--- src/rtl/score_pkg.sv ---
// Shared types and helpers for the BCD score incrementer.
// Digit width, digit maximum, FSM state type and the all-9s compare.
package score_pkg;

  localparam int BCD_W = 4;
  localparam logic [BCD_W-1:0] BCD_MAX = 4'd9;

  typedef enum logic {
    IDLE  = 1'b0,
    COUNT = 1'b1
  } state_t;

  // True when the low 'digits' nibbles of q are all 9.
  // q is zero-extended by the caller; supports up to 16 digits.
  function automatic logic all_nines(
    input logic [63:0] q,
    input int          digits
  );
    logic r;
    r = 1'b1;
    for (int i = 0; i < 16; i++) begin
      if (i < digits && q[BCD_W*i +: BCD_W] != BCD_MAX)
        r = 1'b0;
    end
    return r;
  endfunction

endpackage

--- src/rtl/bcd_digit_inc.sv ---
// One BCD digit of the increment carry chain (combinational).
// Ports: d/cin in, q/cout out; a 9 with carry-in wraps to 0 and carries.
module bcd_digit_inc
  import score_pkg::*;
(
  input  logic [BCD_W-1:0] d,
  input  logic             cin,
  output logic [BCD_W-1:0] q,
  output logic             cout
);

  always_comb begin
    q    = d;
    cout = 1'b0;
    if (cin) begin
      if (d == BCD_MAX) begin
        q    = '0;
        cout = 1'b1;
      end else begin
        q = d + 4'd1;
      end
    end
  end

endmodule

--- src/rtl/bcd_score_incrementer.sv ---
// Packed-BCD score counter fed by a req/ack point award, one point per
// enabled cycle, with a bonus pulse when digit BONUS_DIGIT advances.
// Ports: clock, clr (sync high), ld/D load, ent/enp enables,
// add_req/add_amt in, add_ack/busy/Q/rco/bonus out.
// Macro SCORE_ROLLOVER_EN: all-9s wraps to 0 with a registered rco pulse;
// undefined, the score saturates at all-9s.
module bcd_score_incrementer
  import score_pkg::*;
#(
  parameter int DIGITS      = 4,
  parameter int BONUS_DIGIT = 3,
  parameter int AMT_W       = 4
) (
  input  logic                  clock,
  input  logic                  clr,
  input  logic                  ld,
  input  logic [4*DIGITS-1:0]   D,
  input  logic                  ent,
  input  logic                  enp,
  input  logic                  add_req,
  input  logic [AMT_W-1:0]      add_amt,
  output logic                  add_ack,
  output logic                  busy,
  output logic [4*DIGITS-1:0]   Q,
  output logic                  rco,
  output logic                  bonus
);

  localparam int QW = 4 * DIGITS;
  localparam int BL = BCD_W * BONUS_DIGIT;

  state_t           state;
  state_t           state_n;
  logic [AMT_W-1:0] rem;
  logic [AMT_W-1:0] rem_n;
  logic [QW-1:0]    q_n;
  logic [QW-1:0]    inc_q;
  logic [QW-1:0]    nxt;
  logic [DIGITS:0]  carry;
  logic             ack_n;
  logic             bonus_n;
  logic             sat;
  logic             all9;
  logic             wrap_n;

  assign carry[0] = 1'b1;

  for (genvar i = 0; i < DIGITS; i++) begin : g_dig
    bcd_digit_inc u_dig (
      .d    (Q[BCD_W*i +: BCD_W]),
      .cin  (carry[i]),
      .q    (inc_q[BCD_W*i +: BCD_W]),
      .cout (carry[i+1])
    );
  end

  // Carry out of the top digit means every digit was 9.
  assign sat  = carry[DIGITS];
  assign all9 = all_nines(64'(Q), DIGITS);
  assign busy = (state == COUNT);

`ifdef SCORE_ROLLOVER_EN
  logic wrap;
  assign nxt = inc_q;
  assign rco = (ent && all9) || wrap;
`else
  assign nxt = sat ? Q : inc_q;
  assign rco = ent && all9;
`endif

  always_comb begin
    state_n = state;
    rem_n   = rem;
    q_n     = Q;
    ack_n   = 1'b0;
    bonus_n = 1'b0;
    wrap_n  = 1'b0;
    if (ld) begin
      q_n     = D;
      state_n = IDLE;
      rem_n   = '0;
    end else begin
      unique case (state)
        IDLE: begin
          if (add_req) begin
            ack_n = 1'b1;
            if (add_amt != '0) begin
              rem_n   = add_amt;
              state_n = COUNT;
            end
          end
        end
        COUNT: begin
          if (ent && enp) begin
            q_n     = nxt;
            rem_n   = rem - AMT_W'(1);
            bonus_n = nxt[BL +: BCD_W] != Q[BL +: BCD_W];
            wrap_n  = sat;
            if (rem == AMT_W'(1))
              state_n = IDLE;
          end
        end
        default: state_n = IDLE;
      endcase
    end
  end

  always_ff @(posedge clock) begin
    if (clr) begin
      state   <= IDLE;
      rem     <= '0;
      Q       <= '0;
      add_ack <= 1'b0;
      bonus   <= 1'b0;
    end else begin
      state   <= state_n;
      rem     <= rem_n;
      Q       <= q_n;
      add_ack <= ack_n;
      bonus   <= bonus_n;
    end
  end

`ifdef SCORE_ROLLOVER_EN
  always_ff @(posedge clock) begin
    if (clr) wrap <= 1'b0;
    else     wrap <= wrap_n;
  end
`else
  // wrap_n only matters with rollover enabled.
  logic unused_wrap;
  assign unused_wrap = wrap_n;
`endif

endmodule

--- config.mk ---
export PLATFORM = sky130hd
export DESIGN_NAME = bcd_score_incrementer
export DESIGN_NICKNAME = d
export VERILOG_FILES = /design/src/rtl/score_pkg.sv /design/src/rtl/bcd_digit_inc.sv /design/src/rtl/bcd_score_incrementer.sv
export SDC_FILE = /design/constraint.sdc
export NUM_CORES = 1
export LEC_CHECK = 0
export BUFFER_PORTS_ARGS = -buffer_cell sky130_fd_sc_hd__buf_4
export CAP_MARGIN = 20
export CORE_MARGIN = 5
export CORE_UTILIZATION = 50
export DETAILED_ROUTE_END_ITERATION = 16
export PLACE_DENSITY_LB_ADDON = 0.3
export SKIP_CTS_REPAIR_TIMING = 1
export SYNTH_ARGS = -nofsm -noshare
export SYNTH_HDL_FRONTEND = slang
export SYNTH_SLANG_ARGS = --single-unit
--- constraint.sdc ---
create_clock -name clock -period 2.3 [get_ports clock]
set_input_delay 0.46 -clock clock [delete_from_list [all_inputs] [get_ports clock]]
set_output_delay 0.46 -clock clock [all_outputs]
set_load 0.1 [all_outputs]
Yosys cells after proc, flatten, opt, wreduce, memory -nomap -nowiden
Cells that the tools add are included.
{ "totals": {"input_bits": 26, "word_cells": 76, "regBits": 23, "out_inout_bits": 20} }
{ "classes": {"reduce_logical": 15, "bitwise": 2, "n_eq_ne": 14, "n_addsub": 5, "mux": 32} }
{ "ops": {"columns": ["cell", "n"], "rows": [
  ["two-way mux 16 bit", 4],
  ["two-way mux 4 bit", 10],
  ["adder 4 x 1 -> 4 bit (second input constant)", 4],
  ["== test 4 bit (second input constant)", 4],
  ["two-way mux 1 bit", 16],
  ["!= test 4 bit (second input constant)", 4],
  ["case mux 4 bit (2 select lines)", 1],
  ["AND reduction 4 bit", 2],
  ["nonzero test 2 bit", 4],
  ["!= test 2 bit (second input constant)", 3],
  ["AND reduction 3 bit", 2],
  ["== test 4 x 1 -> 1 bit (second input constant)", 1],
  ["!= test 4 bit", 1],
  ["nonzero test 4 bit", 1],
  ["OR reduction 4 bit", 1],
  ["subtractor 4 x 1 -> 4 bit (second input constant)", 1],
  ["OR reduction 3 bit", 1],
  ["logical AND 1 bit", 2],
  ["!= test 2 x 1 -> 1 bit (second input constant)", 1],
  ["NOT 1 bit", 2],
  ["case mux 1 bit (2 select lines)", 1],
  ["AND reduction 2 bit", 1],
  ["OR reduction 2 bit", 1]
]} }

Depth between registers and ports, before layout
{ "logic_depth": {"word_depth": 9, "depth_mapped": 7, "depth_no_buf": 6} }

Hierarchy
Synthesis repeated with hierarchy kept, for this count alone.
{ "hier_totals": {"cells_unflattened": 181, "area_unflattened_um2": 1645.3} }
{ "by_module_without_submodules": {"columns": ["mod", "seq_area_each_um2", "cells_each", "n_inst", "area_per_inst_um2"], "rows": [
  ["bcd_score_incrementer", 460.4, 129, 1, 1275.0],
  ["bcd_digit_inc", 0.0, 13, 4, 92.6]
]} }

Worst setup path before layout
Ideal clock, no wire load.
{ "synth_timing": {"path_kind": "reg2out", "start": "reg Q[8]", "end": "out rco", "slack_ps": -464, "n_path_buf": 1, "stages_incl_launch_ff": 6, "required_ps": 1840, "t_arrival_ps": 2304, "path_cell_list": "dfxtp_1 > ha_1 > and3b_1 > buf_6 > and2_1 > and4_2"} }
{ "synth_between": {"elab_chain_cells": 4} }
{ "synth_rtl": {"columns": ["item", "line_no", "rtl"], "rows": [
  ["start: declaration", "bcd_score_incrementer.sv:24", "output logic [4*DIGITS-1:0] Q,"],
  ["start signal: assignment", "bcd_score_incrementer.sv:118", "Q <= q_n;"],
  ["!= test 4 bit", "score_pkg.sv:22", "if (i < digits && q[BCD_W*i +: BCD_W] != BCD_MAX)"],
  ["two-way mux 1 bit (2 in series)", "score_pkg.sv:22", null],
  ["logical AND 1 bit", "bcd_score_incrementer.sv:68", "assign rco = ent && all9;"],
  ["end: declaration", "bcd_score_incrementer.sv:25", "output logic rco,"]
]} }
No other way between the ends.

Final worst setup path
{ "layout_timing": {"start": "reg Q[5]", "end": "out rco"} }
{ "layout_between": {"elab_chain_cells": 5} }
{ "layout_rtl": {"columns": ["item", "line_no"], "rows": [
  ["!= test 4 bit", "score_pkg.sv:22"],
  ["two-way mux 1 bit (3 in series)", "score_pkg.sv:22"],
  ["logical AND 1 bit", "bcd_score_incrementer.sv:68"]
]} }
No other way between the ends.

==> flow_metrics.env <==
export IMPL_fin_crit_sh_pct=95.2
export IMPL_slew_viol_final=0
export IMPL_synth_compound_area_share_pct=29.1
export IMPL_yosysSeqAreaShare_pct=31.3
export IMPL_cpPeakStageDelay_ns=0.36
export IMPL_instances_no_fill=243
export IMPL_leakagePower_nw=0.782
export IMPL_dp_hpwl_um=3030
export IMPL_ys_flop_type="dfxtp_1"
export IMPL_drive_gt1_share_pct=36.8
export IMPL_grt_pass1_wl_um=6380
export IMPL_design_core_area_um2=2780
export IMPL_hold_viol=0
export IMPL_crit_buf_inv=2
export IMPL_rsz0062_at_grt="false"
export IMPL_die_h_um=64.2
export IMPL_synth_avg_cell_area_um2=8.65
export IMPL_num_rows=19
export IMPL_synthCells=170
export IMPL_antenna_found_initial=0
export IMPL_synth_edf_count=0
export IMPL_p_total_uw=972
export IMPL_cellPowerDensity_nw_per_um2=523
export IMPL_yosys_area_top_type="dfxtp_1"
export IMPL_grt_overflow=0
export IMPL_synth_top_cell_area_share_pct=31.3
export IMPL_synthesis_nets=204
export IMPL_use_met3_pct=2.80
export IMPL_drc_errors=0
export IMPL_hp_class="in -> reg"
export IMPL_critPathCaptureType="primary output"
export IMPL_syn_area_um2=1470
export IMPL_area_growth_pct=26.6
export IMPL_startpoint_type="register"
export IMPL_synth_fa_ha_area_share_pct=6.81
export IMPL_dieArea_um2=4120
export IMPL_critPathKind="reg -> out"
export IMPL_clock_fmax_ghz=0.457
export IMPL_gp_congestion=0.860
export IMPL_postRouteAntennaNets=0
export IMPL_grt_max_degree=24
export IMPL_critPathRequiredTime_ns=1.84
export IMPL_cts_buffer_depth=2
export IMPL_dr_pass1_iters=4
export IMPL_setup_total_negative_slack_ns=0
export IMPL_clk_latency_ns=0.31
export IMPL_synth_xor_area_share_pct=0.596
export IMPL_relSlewSlack_pct=62.9
export IMPL_async_flop_share_pct=0
export IMPL_boundaryPins=46
export IMPL_cp_max_fo=8
export IMPL_ctsHtreeMaxLevel=1
export IMPL_final_util_pct=66.9
export IMPL_die_w_um=64.2
export IMPL_synthTopCellsByCount="dfxtp_1 (23), inv_1 (11), nand2_1 (10), nor2_1 (10), o21ai_0 (10)"
export IMPL_vdd_drop_max_v=0.000454
export IMPL_status="completed"
export IMPL_yosys_cell_count_top_type="dfxtp_1"
export IMPL_grt_pass1_vias=1429
export IMPL_min_period_ns=2.19
export IMPL_netlist_top_cells_area="dfxtp_1 (31%), ha_1 (6.8%), o21ai_0 (3.4%)"
export IMPL_ys_types=56
export IMPL_diodes=0
export IMPL_path_delay_family="simple AND/OR/NAND/NOR gates"
export IMPL_crit_path_top_delay_cell="dfxtp_2"
export IMPL_gr_usage_met2_pct=33.8
export IMPL_root_buffer="clkbuf_4"
export IMPL_drt_total_wl_um=3910
export IMPL_yosys_area_share_simple_pct=24.7
export IMPL_synth_top_family_by_area="compound AO/OA/AOI/OAI gates"
export IMPL_cts_tree="yes"
export IMPL_grtUsageMet1_pct=21.8
export IMPL_nNetsFinal=247
export IMPL_worst_slew_pin_slew_ns=0.554
export IMPL_wl_per_cell_um=16.1
export IMPL_placed_cells=239
export IMPL_vias_per_cell=6.37
export IMPL_path_clk_slew_ns=0.13
export IMPL_clock_sinks=23
export IMPL_drtIter0Drc=98
export IMPL_max_cap_viol_count=0
export IMPL_cts_buffers=3
export IMPL_setup_viol=0
export IMPL_track_usage_pct=18.6
export IMPL_io_buffers=45
export IMPL_start_util_pct=52.9
export IMPL_grt_busiest_layer="met2"
export IMPL_yosys_warnings=0
export IMPL_synth_seq_cells=23
export IMPL_arrival_ns=1.73
export IMPL_path_cells="inv_1 > ha_1 > and3b_2 > and4_4 > buf_6"
export IMPL_vias=1548
export IMPL_clock_skew_final_ns=0.00638
export IMPL_synth_mux_area_share_pct=0.766
registers in the layout, indices dropped and copies added (netlist names):
name     flops
Q           16
bonus        1
rem          4
add_ack      1
busy         1
layer usage:
metal | wire, um | part of all wire [%] | up-vias
li1 | - | - | 749
met1 | 1550 | 40 | 719
met2 | 1980 | 51 | 72
met3 | 314 | 8.0 | 8
met4 | 61 | 1.6 | 0
met5 | 0 | 0 | -
cell families after synthesis:
kind of cell,Yosys count
buffers and inverters,21
AOI/OAI and AO/OA,56
adders and majority gates,8
DFF,23
muxes,1
and+or+nand+nor,60
xor gates and xnor gates,1
layout make-up:
cell class                 count  area, um2
inverter                      12       45.0
tap                           31       38.8
fill                         226        921
clock buffer                   4       26.3
multi-input combinational    126        916
timing repair buffer          47        357
sequential                    23        478
worst reg2reg max path: cells and delay by family (launching register included):
| family | cells | cell delay (ns) |
|---|---|---|
| flops | 1 | 0.36 |
| simple gates | 3 | 0.90 |
| buf+inv | 1 | 0.09 |
| fa+ha+maj | 1 | 0.19 |
| compound gates | 1 | 0.28 |
cell usage in the layout, fill, tap and decap left out, types with 4 or more instances in the layout:
master	Yosys	layout
a211oi_1	4	4
a21oi_1	6	6
a32o_1	4	4
and3_1	4	4
buf_4	1	46
dfxtp_1	23	9
dfxtp_2	0	14
ha_1	8	8
inv_1	11	11
nand2_1	10	10
nand3_1	7	7
nor2_1	10	10
nor3_1	4	4
o21ai_0	10	10
o31ai_1	5	5
path summary, 6_finish.rpt:
check | startpoint | to | slack [ns] | depth (start not counted)
setup / recovery | Q[5] | rco | 0.11 | 5
hold reg to reg | rem[1] | rem[1] | 0.53 | 2
setup reg to reg | Q[5] | Q[13] | 0.39 | 6
hold / removal | clr | Q[9] | 0.38 | 2
report_power, final:
part | internal (mW) | switching, mW
logic | 0.100 | 0.228
clock network | 0.0677 | 0.121
registers | 0.425 | 0.0302
total | 0.593 | 0.379
stage by stage:
step | instance area [um2] | setup slack, ns | hold WS (ns)
2_1_floorplan | 1490 | 0.0215 | 0.491
3_3_place_gp | 1830 | 0.386 | 0.496
3_5_place_dp | 1830 | 0.327 | 0.522
4_1_cts | 1850 | -0.0365 | 0.375
5_1_grt | 1860 | 0.0224 | 0.377
6_report | 1860 | 0.111 | 0.381
Note: power is estimated with default switching activity, not from simulation.
